File: src/rtl/snn_pkg.sv
`default_nettype none
// ============================================================================
// Module   : snn_pkg
// Purpose  : Shared definitions for the spiking front end. Holds the SRAM
//            geometry, the spike encoder state encoding and the words that
//            the encoder writes into the spike frame.
// Contents : ADDR_W, DATA_W, enc_state_t, SPIKE_WORD, NOSPIKE_WORD
// Revision : 1.0 - initial release
// ============================================================================
package snn_pkg;

  localparam int ADDR_W = 12;
  localparam int DATA_W = 16;

  typedef enum logic [1:0] {
    ENC_IDLE  = 2'd0,
    ENC_RUN   = 2'd1,
    ENC_DRAIN = 2'd2,
    ENC_DONE  = 2'd3
  } enc_state_t;

  localparam logic [15:0] SPIKE_WORD   = 16'd1;
  localparam logic [15:0] NOSPIKE_WORD = 16'd0;

endpackage
`default_nettype wire

File: src/rtl/lfsr16.sv
`default_nettype none
// ============================================================================
// Module   : lfsr16
// Purpose  : 16-bit Galois LFSR used as a pseudo-random threshold source.
//            Steps once per cycle in which advance is high; reloads SEED on
//            reset. SEED must be nonzero or the register locks at zero.
// Ports    : clk     - system clock
//            reset   - synchronous, active-high; loads SEED
//            advance - step the register this cycle
//            q       - current LFSR value
// Revision : 1.0 - initial release
// ============================================================================
module lfsr16 #(
  parameter logic [15:0] SEED = 16'hACE1,
  parameter logic [15:0] TAPS = 16'hB400
) (
  input  logic        clk,
  input  logic        reset,
  input  logic        advance,
  output logic [15:0] q
);

  // Galois form: shift right, fold the feedback mask in when bit 0 drops out.
  always_ff @(posedge clk) begin
    if (reset) begin
      q <= SEED;
    end else if (advance) begin
      q <= {1'b0, q[15:1]} ^ (q[0] ? TAPS : 16'h0000);
    end
  end

endmodule
`default_nettype wire

File: src/rtl/spike_encoder.sv
`default_nettype none
// ============================================================================
// Module   : spike_encoder
// Purpose  : Rate-coding input stage. On start, streams row_size*col_size
//            pixels from a pixel RAM, compares each 8-bit intensity against
//            the low byte of a free-running LFSR and writes one spike word
//            (1 = spike, 0 = none) per pixel into the spike SRAM. done is
//            level-held while start stays high so it can drive the next
//            stage's start directly.
// Ports    : clk, reset           - clock, synchronous active-high reset
//            start / done         - level request / frame-complete handshake
//            row_size, col_size   - frame geometry (sampled on accept)
//            src_start_address    - pixel frame base (sampled on accept)
//            src_address          - pixel RAM read address (registered)
//            src_readdata         - pixel word, valid one cycle after address
//            dest_start_address   - spike frame base (sampled on accept)
//            dest_address         - spike SRAM write address (registered)
//            dest_writedata       - spike word
//            dest_write_en        - write strobe, one cycle per pixel
//            spike_count          - spikes in the current or last frame
// Revision : 1.0 - initial release
// ============================================================================
module spike_encoder
  import snn_pkg::*;
#(
  parameter int          ADDR_W    = snn_pkg::ADDR_W,
  parameter int          DATA_W    = snn_pkg::DATA_W,
  parameter logic [15:0] LFSR_SEED = 16'hACE1,
  parameter logic [15:0] LFSR_TAPS = 16'hB400
) (
  input  logic              clk,
  input  logic              reset,
  input  logic              start,
  output logic              done,
  input  logic [5:0]        row_size,
  input  logic [5:0]        col_size,
  input  logic [ADDR_W-1:0] src_start_address,
  output logic [ADDR_W-1:0] src_address,
  input  logic [DATA_W-1:0] src_readdata,
  input  logic [ADDR_W-1:0] dest_start_address,
  output logic [ADDR_W-1:0] dest_address,
  output logic [DATA_W-1:0] dest_writedata,
  output logic              dest_write_en,
  output logic [ADDR_W-1:0] spike_count
);

  enc_state_t        state;
  logic [11:0]       n_req;      // requested pixel count, from live inputs
  logic [11:0]       n_frame;    // pixel count latched on accept
  logic [11:0]       rd_idx;     // index of the read address currently issued
  logic [11:0]       wr_idx;     // index of the next pixel to be written
  logic [ADDR_W-1:0] dest_base;
  logic              addr_vld;   // src_address holds a live read this cycle
  logic              data_vld;   // src_readdata holds a live pixel this cycle
  logic [15:0]       lfsr_q;
  logic              spike;
  logic              unused_bits;

  // 6x6-bit product fits in 12 bits (63*63 = 3969).
  assign n_req = {6'd0, row_size} * {6'd0, col_size};

  // Strict compare: pixel 0 can never spike.
  assign spike = src_readdata[7:0] > lfsr_q[7:0];

  assign unused_bits = ^{src_readdata[DATA_W-1:8], lfsr_q[15:8]};

  // The threshold steps exactly once per written pixel, so each pixel sees
  // the LFSR value left behind by the previous one.
  lfsr16 #(
    .SEED (LFSR_SEED),
    .TAPS (LFSR_TAPS)
  ) u_lfsr (
    .clk     (clk),
    .reset   (reset),
    .advance (data_vld),
    .q       (lfsr_q)
  );

  // Read pipeline: address issued (addr_vld) -> RAM returns the word one
  // cycle later (data_vld) -> compare and register the write. The first
  // write is therefore visible two cycles after the accept edge.
  always_ff @(posedge clk) begin
    if (reset) begin
      state          <= ENC_IDLE;
      done           <= 1'b0;
      src_address    <= '0;
      dest_address   <= '0;
      dest_writedata <= '0;
      dest_write_en  <= 1'b0;
      spike_count    <= '0;
      n_frame        <= '0;
      rd_idx         <= '0;
      wr_idx         <= '0;
      dest_base      <= '0;
      addr_vld       <= 1'b0;
      data_vld       <= 1'b0;
    end else begin
      dest_write_en  <= 1'b0;
      dest_writedata <= DATA_W'(NOSPIKE_WORD);
      data_vld       <= addr_vld;

      if (data_vld) begin
        dest_write_en  <= 1'b1;
        dest_address   <= dest_base + ADDR_W'(wr_idx);
        dest_writedata <= spike ? DATA_W'(SPIKE_WORD) : DATA_W'(NOSPIKE_WORD);
        wr_idx         <= wr_idx + 12'd1;
        if (spike && (spike_count != {ADDR_W{1'b1}})) begin
          spike_count <= spike_count + ADDR_W'(1);
        end
      end

      case (state)
        ENC_IDLE: begin
          done     <= 1'b0;
          addr_vld <= 1'b0;
          if (start) begin
            spike_count <= '0;
            if (n_req != 12'd0) begin
              state       <= ENC_RUN;
              n_frame     <= n_req;
              dest_base   <= dest_start_address;
              src_address <= src_start_address;
              rd_idx      <= 12'd0;
              wr_idx      <= 12'd0;
              addr_vld    <= 1'b1;
            end else begin
              // Empty frame: nothing to stream, report completion at once.
              state <= ENC_DONE;
              done  <= 1'b1;
            end
          end
        end

        ENC_RUN: begin
          if (rd_idx == n_frame - 12'd1) begin
            state    <= ENC_DRAIN;
            addr_vld <= 1'b0;
          end else begin
            src_address <= src_address + ADDR_W'(1);
            rd_idx      <= rd_idx + 12'd1;
            addr_vld    <= 1'b1;
          end
        end

        ENC_DRAIN: begin
          addr_vld <= 1'b0;
          // Pipeline empty means the last write is on the bus now; done
          // rises together with the strobe dropping.
          if (!addr_vld && !data_vld) begin
            state <= ENC_DONE;
            done  <= 1'b1;
          end
        end

        ENC_DONE: begin
          addr_vld <= 1'b0;
          if (!start) begin
            state <= ENC_IDLE;
            done  <= 1'b0;
          end
        end

        default: begin
          state    <= ENC_IDLE;
          done     <= 1'b0;
          addr_vld <= 1'b0;
        end
      endcase
    end
  end

endmodule
`default_nettype wire

File: config.mk
export PLATFORM = sky130hd
export DESIGN_NAME = spike_encoder
export DESIGN_NICKNAME = d
export VERILOG_FILES = /design/src/rtl/snn_pkg.sv /design/src/rtl/lfsr16.sv /design/src/rtl/spike_encoder.sv
export SDC_FILE = /design/constraint.sdc
export NUM_CORES = 1
export LEC_CHECK = 0
export ABC_AREA = 0
export BUFFER_PORTS_ARGS = -buffer_cell sky130_fd_sc_hd__buf_2
export CORE_MARGIN = 2
export CORE_UTILIZATION = 30
export CTS_CLUSTER_DIAMETER = 150
export DETAILED_ROUTE_END_ITERATION = 8
export SYNTH_ARGS = -nofsm -noshare
export SYNTH_HDL_FRONTEND = slang
export SYNTH_SLANG_ARGS = --single-unit
File: constraint.sdc
create_clock -name clk -period 4.7 [get_ports clk]
set_input_delay 0.235 -clock clk [delete_from_list [all_inputs] [get_ports clk]]
set_output_delay 0.235 -clock clk [all_outputs]
set_load 0.005 [all_outputs]
Word-level counts from Yosys, hierarchy flattened
Index checks and enable logic that the tools add are counted.
{ "totals": {"ff_bits": 122, "romBits": 0, "in_bits": 55, "output_inout_bits": 54, "memories": 0, "mem_bits_rw": 0, "latch_bits": 0} }
{ "classes": {"multipliers": 1, "n_lt_le_gt_ge": 1, "bitwise_logic": 2, "reduce_logical": 14, "mux": 34, "addsub": 6, "n_eq_ne": 11, "div_mod_pow": 0, "n_shift": 0} }
{ "op_table": {"columns": ["op", "n"], "rows": [
  ["$mux 12", 14],
  ["$add 12x1->12 const B", 4],
  ["$pmux 12 s2", 2],
  ["$mux 16", 1],
  ["$xor 15x16->16", 1],
  ["$add 12x12->12", 1],
  ["$eq 12x12->1", 1],
  ["$mul 6x6->12", 1],
  ["$ne 12x12->1 const B", 1],
  ["$ne 2x2->1 const B", 6],
  ["$reduce_bool 12->1", 1],
  ["$sub 12x1->12 const B", 1],
  ["$mux 2", 5],
  ["$mux 1", 9],
  ["$gt 8x8->1", 1],
  ["$pmux 2 s4", 1],
  ["$reduce_and 4->1", 2],
  ["$pmux 1 s3", 2],
  ["$reduce_and 3->1", 2],
  ["$eq 2x2->1 const B", 2],
  ["$reduce_or 2->1", 2],
  ["$reduce_bool 3->1", 1],
  ["$eq 2x1->1 const B", 1],
  ["$logic_and 1x1->1", 2],
  ["other kinds (4)", 5]
]} }

Depth between registers and ports, before layout
Gate-level depths: netlist of the first run.
{ "depth": {"depth_word": 6, "depth_mapped": 18, "mapped_depth_nobuf": 16} }

Modules after synthesis
From an unflattened synthesis of the first run, not the netlist that was laid out.
{ "unflattened": {"hier_cells": 808, "hier_area_um2": 6991.7} }
{ "by_module_without_submodules": {"columns": ["module", "cells_per_inst", "area_each_um2", "n_inst"], "rows": [
  ["spike_encoder", 752, 6362.4, 1],
  ["lfsr16", 56, 629.4, 1]
]} }

Worst setup path after synthesis of the first run
Ideal clock, no wire load.
{ "synth_path": {"path_kind": "input to register", "startpoint": "input port row_size[2]", "endpoint": "register rd_idx[11]", "stages": 17, "required_time_ns": 4.579, "path_slack_ns": 0.293, "t_arrival_ns": 4.286, "cell_sequence": "nand2_1 > fa_1 > inv_1 > fa_1 > inv_1 > fa_1 > inv_1 > ha_1 > a21o_1 > a221oi_1 > xnor2_1 > nor4_1 > a41o_1 > a31o_4 > buf_6 > nor3_1 > mux2_4"} }
{ "synth_via": {"elab_chain_cells": 4} }
{ "synth_rtl": {"columns": ["item", "line_no", "text"], "rows": [
  ["from (decl)", "spike_encoder.sv:35", "input logic [5:0] row_size,"],
  ["$mul 6x6->12", "spike_encoder.sv:60", "assign n_req = {6'd0, row_size} * {6'd0, col_size};"],
  ["$reduce_bool 12->1", "spike_encoder.sv:118", "if (n_req != 12'd0) begin"],
  ["$ne 2x2->1 (no line)", null, null],
  ["$reduce_and 4->1 (no line)", null, null],
  ["to (signal assigned)", "spike_encoder.sv:140", "rd_idx <= rd_idx + 12'd1;"],
  ["to (decl)", "spike_encoder.sv:50", "logic [11:0] rd_idx;"]
]} }
Every way passes these cells.
A chain may end at the register's enable or synchronous reset.

Worst setup path in the final report of the first run
{ "layout_path": {"startpoint": "input port col_size[5]", "endpoint": "register rd_idx[4]"} }
{ "layout_via": {"elab_chain_cells": 4} }
{ "layout_rtl": {"columns": ["item", "line_no", "text"], "rows": [
  ["from (decl)", "spike_encoder.sv:36", "input logic [5:0] col_size,"],
  ["$mul 6x6->12", "spike_encoder.sv:60", null],
  ["$reduce_bool 12->1", "spike_encoder.sv:118", null],
  ["$ne 2x2->1 (no line)", null, null],
  ["$reduce_and 4->1 (no line)", null, null]
]} }
Every way passes these cells.

==> results by group, run 1 <==
Timing
  – Max Slew Vio Count: 0
  – Final worst-path cycle share: between 90% and 100%
  – Slew HR: 22.3%
  – Clk_skew: 0.00659 ns
  – # setup viols final: 0
  – Final min period: approximately 4.4 ns
  – Final hold viol count: 0
  – Slack of the critical path: 0.332 ns
  – Unrepaired setup endpoints after global routing: false
  – Slew @ Worst Pin: 1.16 ns
  – Max Fclk: 229 MHz

Cells and area
  – Highest-count cells in the layout ignoring fill and taps: dfxtp_1 (106), nand2_1 (89), buf_2 (85)
  – Layout area overhead: 17.6%
  – Layout Cells excl Fill: 1228
  – Final core occ: 36.1%
  – Register area: between 0.002 and 0.0025 mm^2
  – Fillers: 2394
  – Ant. Diodes: 0
  – Share of cells above drive strength 1: approximately 18%
  – Multi-input gate area: 0.00440 mm^2
  – Commonest non-fill, non-tap cell in the layout: dfxtp_1
  – # nets final: between 1000 and 1500

Clock network
  – Worst-case clock buffer depth: 2
  – Root Buffer Master: clkbuf_16
  – CTS buffer count: 9
  – CTS tree: built
  – CTS Sinks: 107
  – CTS clk-pin slew, worst paths: 0.08 ns
  – Clk Latency, worst-skew pair: 0.36 ns
  – Hold buffers post-CTS: 0
  – # H-tree levels: 3

Power and ir drop
  – Combinational Power Share: 45.9%
  – Sw Ratio: 38.9%
  – Clock power share: 21.1%
  – Cell Pwr Density: 437 mW/mm^2
  – NetSw: 0.00139 W
  – Reg power frac: between 30% and 40%
  – Internal power: about 0.0022 W
  – Power Total: 0.00358 W
  – VDD IR max: roughly 240 uV
  – Leakage power: about 3.6 nW

Synthesis
  – Post-synth cell types: 66
  – Asr flop ratio synth: 0%
  – Syn_area_per_cell: 8.38 um^2
  – Sequential fraction of the synthesis area: 30.7%
  – Prevailing post-synth register cell: dfxtp_1
  – Mapped cell area: 0.00697 mm^2
  – Synth Register Bits: between 100 and 150
  – Syn Inst Count: 832
  – Synthesis warning total: 0
  – EDFF count, synth: 0

Die
  – Std cell rows: 55
  – Io pins: 109
  – Die area: 0.0245 mm^2
  – Core area: 0.0227 mm^2
  – Die Y: 156 um
  – Initial Util: between 30% and 40%
  – Die W: 156 um

Placed design
  – DP HPWL: approximately 12000 um
  – Dpl cells: 1212
  – Setup WS pre-CTS: -0.0623 ns
  – Routability Congestion: 0.768
  – Count of input and output buffers: 85

Run
  – Max cap viols: 0

Drt
  – DRT Pass-1 Iters: 4
  – DRC: 0
  – Initial drt markers: 170
  – Vias/cell: 4.69
  – DR vias: 5765
  – Final ANT Viol Nets: 0
  – Routed WL per cell: 12.7 um
  – Routed Wire Length: 15500 um

Setup path
  – Crit path launch type: input port
  – Kind of critical path: in -> reg
  – CP Capture Type: flop
  – Critical Path RT: between 4 and 5 ns
  – Arr. time, crit path: 4.65 ns
  – CP max FO: 16

Global routing
  – Gr usage total: 13.3%
  – First-pass GRT wire length: between 20000 and 30000 um
  – Initial antenna violation count: 0
  – Largest net degree at the start of global routing: 65
  – Final global-route overflow total: 0
  – Vias in the first global route: 5580

Run status
  – Status: complete, no violations

Worst hold path
  – Worst hold path class: in -> reg
-- cell usage after synthesis, types with 3 or more instances --
| master | number | share of area (%) |
|---|---|---|
| xor2_1 | 30 | 3.8 |
| o21ai_0 | 12 | 0.86 |
| a21o_1 | 11 | 1.2 |
| xnor2_1 | 23 | 2.9 |
| nor3_1 | 10 | 0.72 |
| nand3_1 | 26 | 1.9 |
| or3_1 | 10 | 0.90 |
| or4_1 | 5 | 0.54 |
| and3_1 | 11 | 0.99 |
| nand3b_1 | 5 | 0.54 |
| nor2b_1 | 13 | 1.2 |
| nor2_1 | 78 | 4.2 |
| buf_2 | 5 | 0.36 |
| buf_6 | 3 | 0.48 |
| buf_1 | 4 | 0.22 |
| o21ai_1 | 14 | 1.0 |
| dfxtp_1 | 107 | 31 |
| o31ai_1 | 7 | 0.75 |
| o211ai_1 | 4 | 0.43 |
| ha_1 | 49 | 8.8 |
| nand2_1 | 89 | 4.8 |
| a21oi_1 | 49 | 3.5 |
| or2_1 | 3 | 0.27 |
| inv_1 | 57 | 3.1 |
| o21a_1 | 6 | 0.65 |
| or2_2 | 4 | 0.36 |
| buf_4 | 16 | 1.7 |
| mux2_4 | 3 | 0.65 |
| a221oi_1 | 3 | 0.38 |
| nand2b_1 | 8 | 0.72 |
| o22ai_1 | 4 | 0.36 |
| clkbuf_1 | 21 | 1.1 |
| nand4_1 | 15 | 1.3 |
| and2_1 | 30 | 2.7 |
| mux2i_1 | 27 | 3.9 |
| a211oi_1 | 14 | 1.5 |
| fa_1 | 18 | 5.2 |
| nor3b_1 | 5 | 0.54 |
-- sequential cells by signal (all words and copies together), names as in the netlist, 12 cells and up --
| signal | flops |
|---|---|
| u_lfsr.q | 16 |
| dest_address | 12 |
| dest_base | 12 |
| n_frame | 12 |
| rd_idx | 12 |
| spike_count | 12 |
| src_address | 12 |
| wr_idx | 12 |
-- area by class of cell --
cell class / instances / share of cell area (%)
Timing Repair Buffer: 130 / 9.61
Clock buffer: 9 / 2.75
Multi-Input combinational cell: 632 / 53.6
Sequential cell: 107 / 26.1
Inverter: 58 / 2.65
Clock inverter: 7 / 0.885
Tap cell: 285 / 4.35
-- worst paths after layout --
path,start,to,slack [ns],depth (start not counted)
max,col_size[5],rd_idx[4],0.33,19
min,dest_start_address[4],dest_base[4],0.11,3
max reg2reg,n_frame[0],rd_idx[4],1.67,11
min reg2reg,dest_base[2],dest_base[2],0.46,2
-- stage by stage --
stage	hold slack [ns]	cell area [um^2]	TNS [ns]
finish	0.111	8200	0
global route	0.107	8200	0
CTS	0.102	8200	0
detailed placement	0.456	7900	-0.520
global placement	0.450	7900	-0.0831
floorplan	0.371	7020	0
-- power by group through the flow --
stage	clock network, W	logic [W]	registers [W]
2_1_floorplan	0	0.00119	0.00116
3_3_place_gp	0	0.00164	0.00120
3_5_place_dp	0	0.00165	0.00120
4_1_cts	0.000786	0.00166	0.00118
5_1_grt	0.000826	0.00186	0.00121
6_report	0.000757	0.00165	0.00118
-- logic make-up after synthesis --
| kind of cell | count (synthesis) | synth area share (%) |
|---|---|---|
| AO/OA/AOI/OAI | 146 | 14.0 |
| XOR/XNOR | 53 | 6.66 |
| adder cells (fa/ha/maj) | 67 | 14.0 |
| buffers and inverters | 107 | 7.04 |
| flip-flops | 107 | 30.7 |
| multiplexers | 31 | 4.68 |
| other | 1 | 0.0538 |
| AND/OR/NAND/NOR | 320 | 22.9 |
-- routing by layer --
| layer | track usage [%] | vias up | share of wire [%] |
|---|---|---|---|
| li1 | - | 3032 | - |
| met3 | 2.58 | 7 | 2.6 |
| met5 | 0 | - | 0 |
| met4 | 2.71 | 0 | 0.78 |
| met1 | 18.0 | 2660 | 50 |
| met2 | 21.9 | 66 | 46 |
-- critical path, cell delays in order --
cell and delay, ns:
buf_2 0.11, nand2_1 0.08, fa_1 0.54, inv_1 0.05
fa_1 0.52, inv_1 0.06, fa_1 0.52, inv_1 0.04
ha_1 0.33, a21o_1 0.22, buf_4 0.14, or3_1 0.30
o22ai_1 0.17, xor2_1 0.13, a41o_1 0.28, a31o_4 0.27
buf_12 0.16, or3_1 0.34, a21oi_1 0.16
-- repair_timing --
action                                  4_1_cts  5_1_grt
buffers inserted                              0        0
resized for setup                             0        1
hold endpoints to repair                      0        0
endpoints found under the setup margin        0        1
Power figures use the tool's default switching activity.
==> run 2, diff against run 1 <==
Settings changed: PLACE_DENSITY set to 0.56.
==> results by group, run 2 (synthesis results as in run 1) <==
Power and ir drop
  – Cell Pwr Density: 433 mW/mm^2
  – Leakage power: approximately 3.6 nW
  – Power Total: 0.00353 W
  – VDD IR max: 198 uV

Timing
  – Post-Route Setup TNS: 0 ns
  – Slew @ Worst Pin: between 1 and 1.5 ns
  – Slew HR: 22.1%
  – # setup viols final: 0
  – Final hold viol count: 0
  – Slack of the critical path: about 0.31 ns
  – Max Slew Vio Count: 0
  – Clk_skew: ~0.013 ns
  – Max Fclk: 228 MHz
  – WHS: 0.115 ns
  – Unrepaired setup endpoints after global routing: false
  – Final worst-path cycle share: 93.3%
  – Final min period: 4.39 ns

Die
  – Initial Util: 30.7%
  – Io pins: approximately 110
  – Die W: 156 um
  – Die Y: 156 um
  – Std cell rows: 55
  – Core area: ~0.023 mm^2
  – Die area: 0.0245 mm^2

Cells and area
  – Commonest non-fill, non-tap cell in the layout: dfxtp_1
  – Share of cells above drive strength 1: 17.4%
  – Highest-count cells in the layout ignoring fill and taps: dfxtp_1 (106), nand2_1 (89), buf_2 (85)
  – Max reg flops: 16
  – Ant. Diodes: 0
  – Most flops, register: u_lfsr.q
  – Final core occ: 35.9%
  – Fillers: 2414
  – Layout area overhead: 17.1%
  – # nets final: 1059

Clock network
  – CTS tree: built
  – CTS Sinks: ~110
  – Cts repair resizes: 0
  – CTS clk-pin slew, worst paths: 0.08 ns
  – Root Buffer Master: clkbuf_16
  – Worst-case clock buffer depth: 2
  – Setup bufs post-CTS: 0
  – Hold buffers post-CTS: 0
  – # H-tree levels: 3
  – Clk Latency, worst-skew pair: 0.35 ns
  – CTS buffer count: 9

Setup path
  – Worst Path Buf+Inv: 5
  – Arr. time, crit path: about 4.7 ns
  – Critical Path RT: 4.98 ns
  – Crit path launch type: input port
  – CP Capture Type: flop
  – CP max FO: 11
  – Critical path, cell by cell: buf_2, nand2_1, fa_1, inv_1, fa_1, inv_1, fa_1, inv_1, ha_1, a21o_1, a221oi_2, xnor2_1, nor4_1, buf_4, a41o_1, a31o_4, or4_1, a21oi_1
  – Kind of critical path: in -> reg
  – Delay-heaviest family, CP: adder cells
  – Slowest stage cell, crit path: fa_1
  – CP peak stage delay: ~0.54 ns

Global routing
  – First-pass GRT wire length: 26600 um
  – Final global-route overflow total: 0
  – Gr usage total: 13.2%
  – Largest net degree at the start of global routing: between 40 and 50
  – Initial antenna violation count: 0
  – Vias in the first global route: 5681

Placed design
  – Count of input and output buffers: 85
  – Setup WS pre-CTS: -0.116 ns
  – Routability Congestion: 0.788
  – DP HPWL: 12000 um

Drt
  – Initial drt markers: 349
  – DR vias: roughly 5800
  – Routed WL per cell: 12.6 um
  – Routed Wire Length: 15500 um
  – Vias/cell: about 4.7
  – DRC: 0
  – DRT Pass-1 Iters: 4
  – Final ANT Viol Nets: 0

Run
  – Max cap viols: 0

Run status
  – Status: complete, no violations

Worst hold path
  – Worst hold path class: in -> reg
run 2: worst paths after layout:
path	from	to	slack, ns	cells past startpoint
setup / recovery	col_size[5]	rd_idx[9]	0.31	18
hold / removal	dest_start_address[3]	dest_base[3]	0.11	3
setup reg to reg	n_frame[0]	rd_idx[9]	1.72	10
hold reg to reg	addr_vld	data_vld	0.46	1
run 2: routing by layer:
layer | vias up | share of wire [%] | track usage (%)
met5 | - | 0 | 0
met4 | 0 | 1.2 | 3.23
met3 | 11 | 3.1 | 2.49
met2 | 70 | 45 | 21.8
met1 | 2721 | 50 | 17.7
li1 | 3020 | - | -
run 2: area by class of cell:
| type | instances | area [um^2] | share of cell area, % |
|---|---|---|---|
| multi-input combinational | 632 | 4400 | 53.9 |
| sequential | 107 | 2140 | 26.3 |
| timing repair buffer | 129 | 768 | 9.41 |
| tap | 285 | 357 | 4.37 |
| clock buffer | 11 | 243 | 2.97 |
| inverter | 58 | 218 | 2.67 |
| clock inverter | 5 | 36.3 | 0.445 |
run 2: stage by stage:
step	std cells	area [um^2]
after floorplan	846	7020
final	1227	8160
after global placement	1211	7880
after CTS	1227	8160
after global routing	1227	8160
after detailed placement	1211	7880
run 2: worst reg2reg max path, cell delays in order (launching register included):
cell      delay [ns]
dfxtp_1         0.38
inv_1           0.08
ha_1            0.25
nor4b_4         0.40
nand2_2         0.15
mux2_4          0.32
mux2i_1         0.17
o221ai_2        0.19
a31o_4          0.32
or4_1           0.51
a21oi_1         0.15
run 2: where the power goes:
part	internal [W]	switching (W)	total [W]
registers	0.00104	0.000143	0.00118
clock network	0.000378	0.000353	0.000731
logic	0.000757	0.000859	0.00162
total	0.00218	0.00136	0.00353
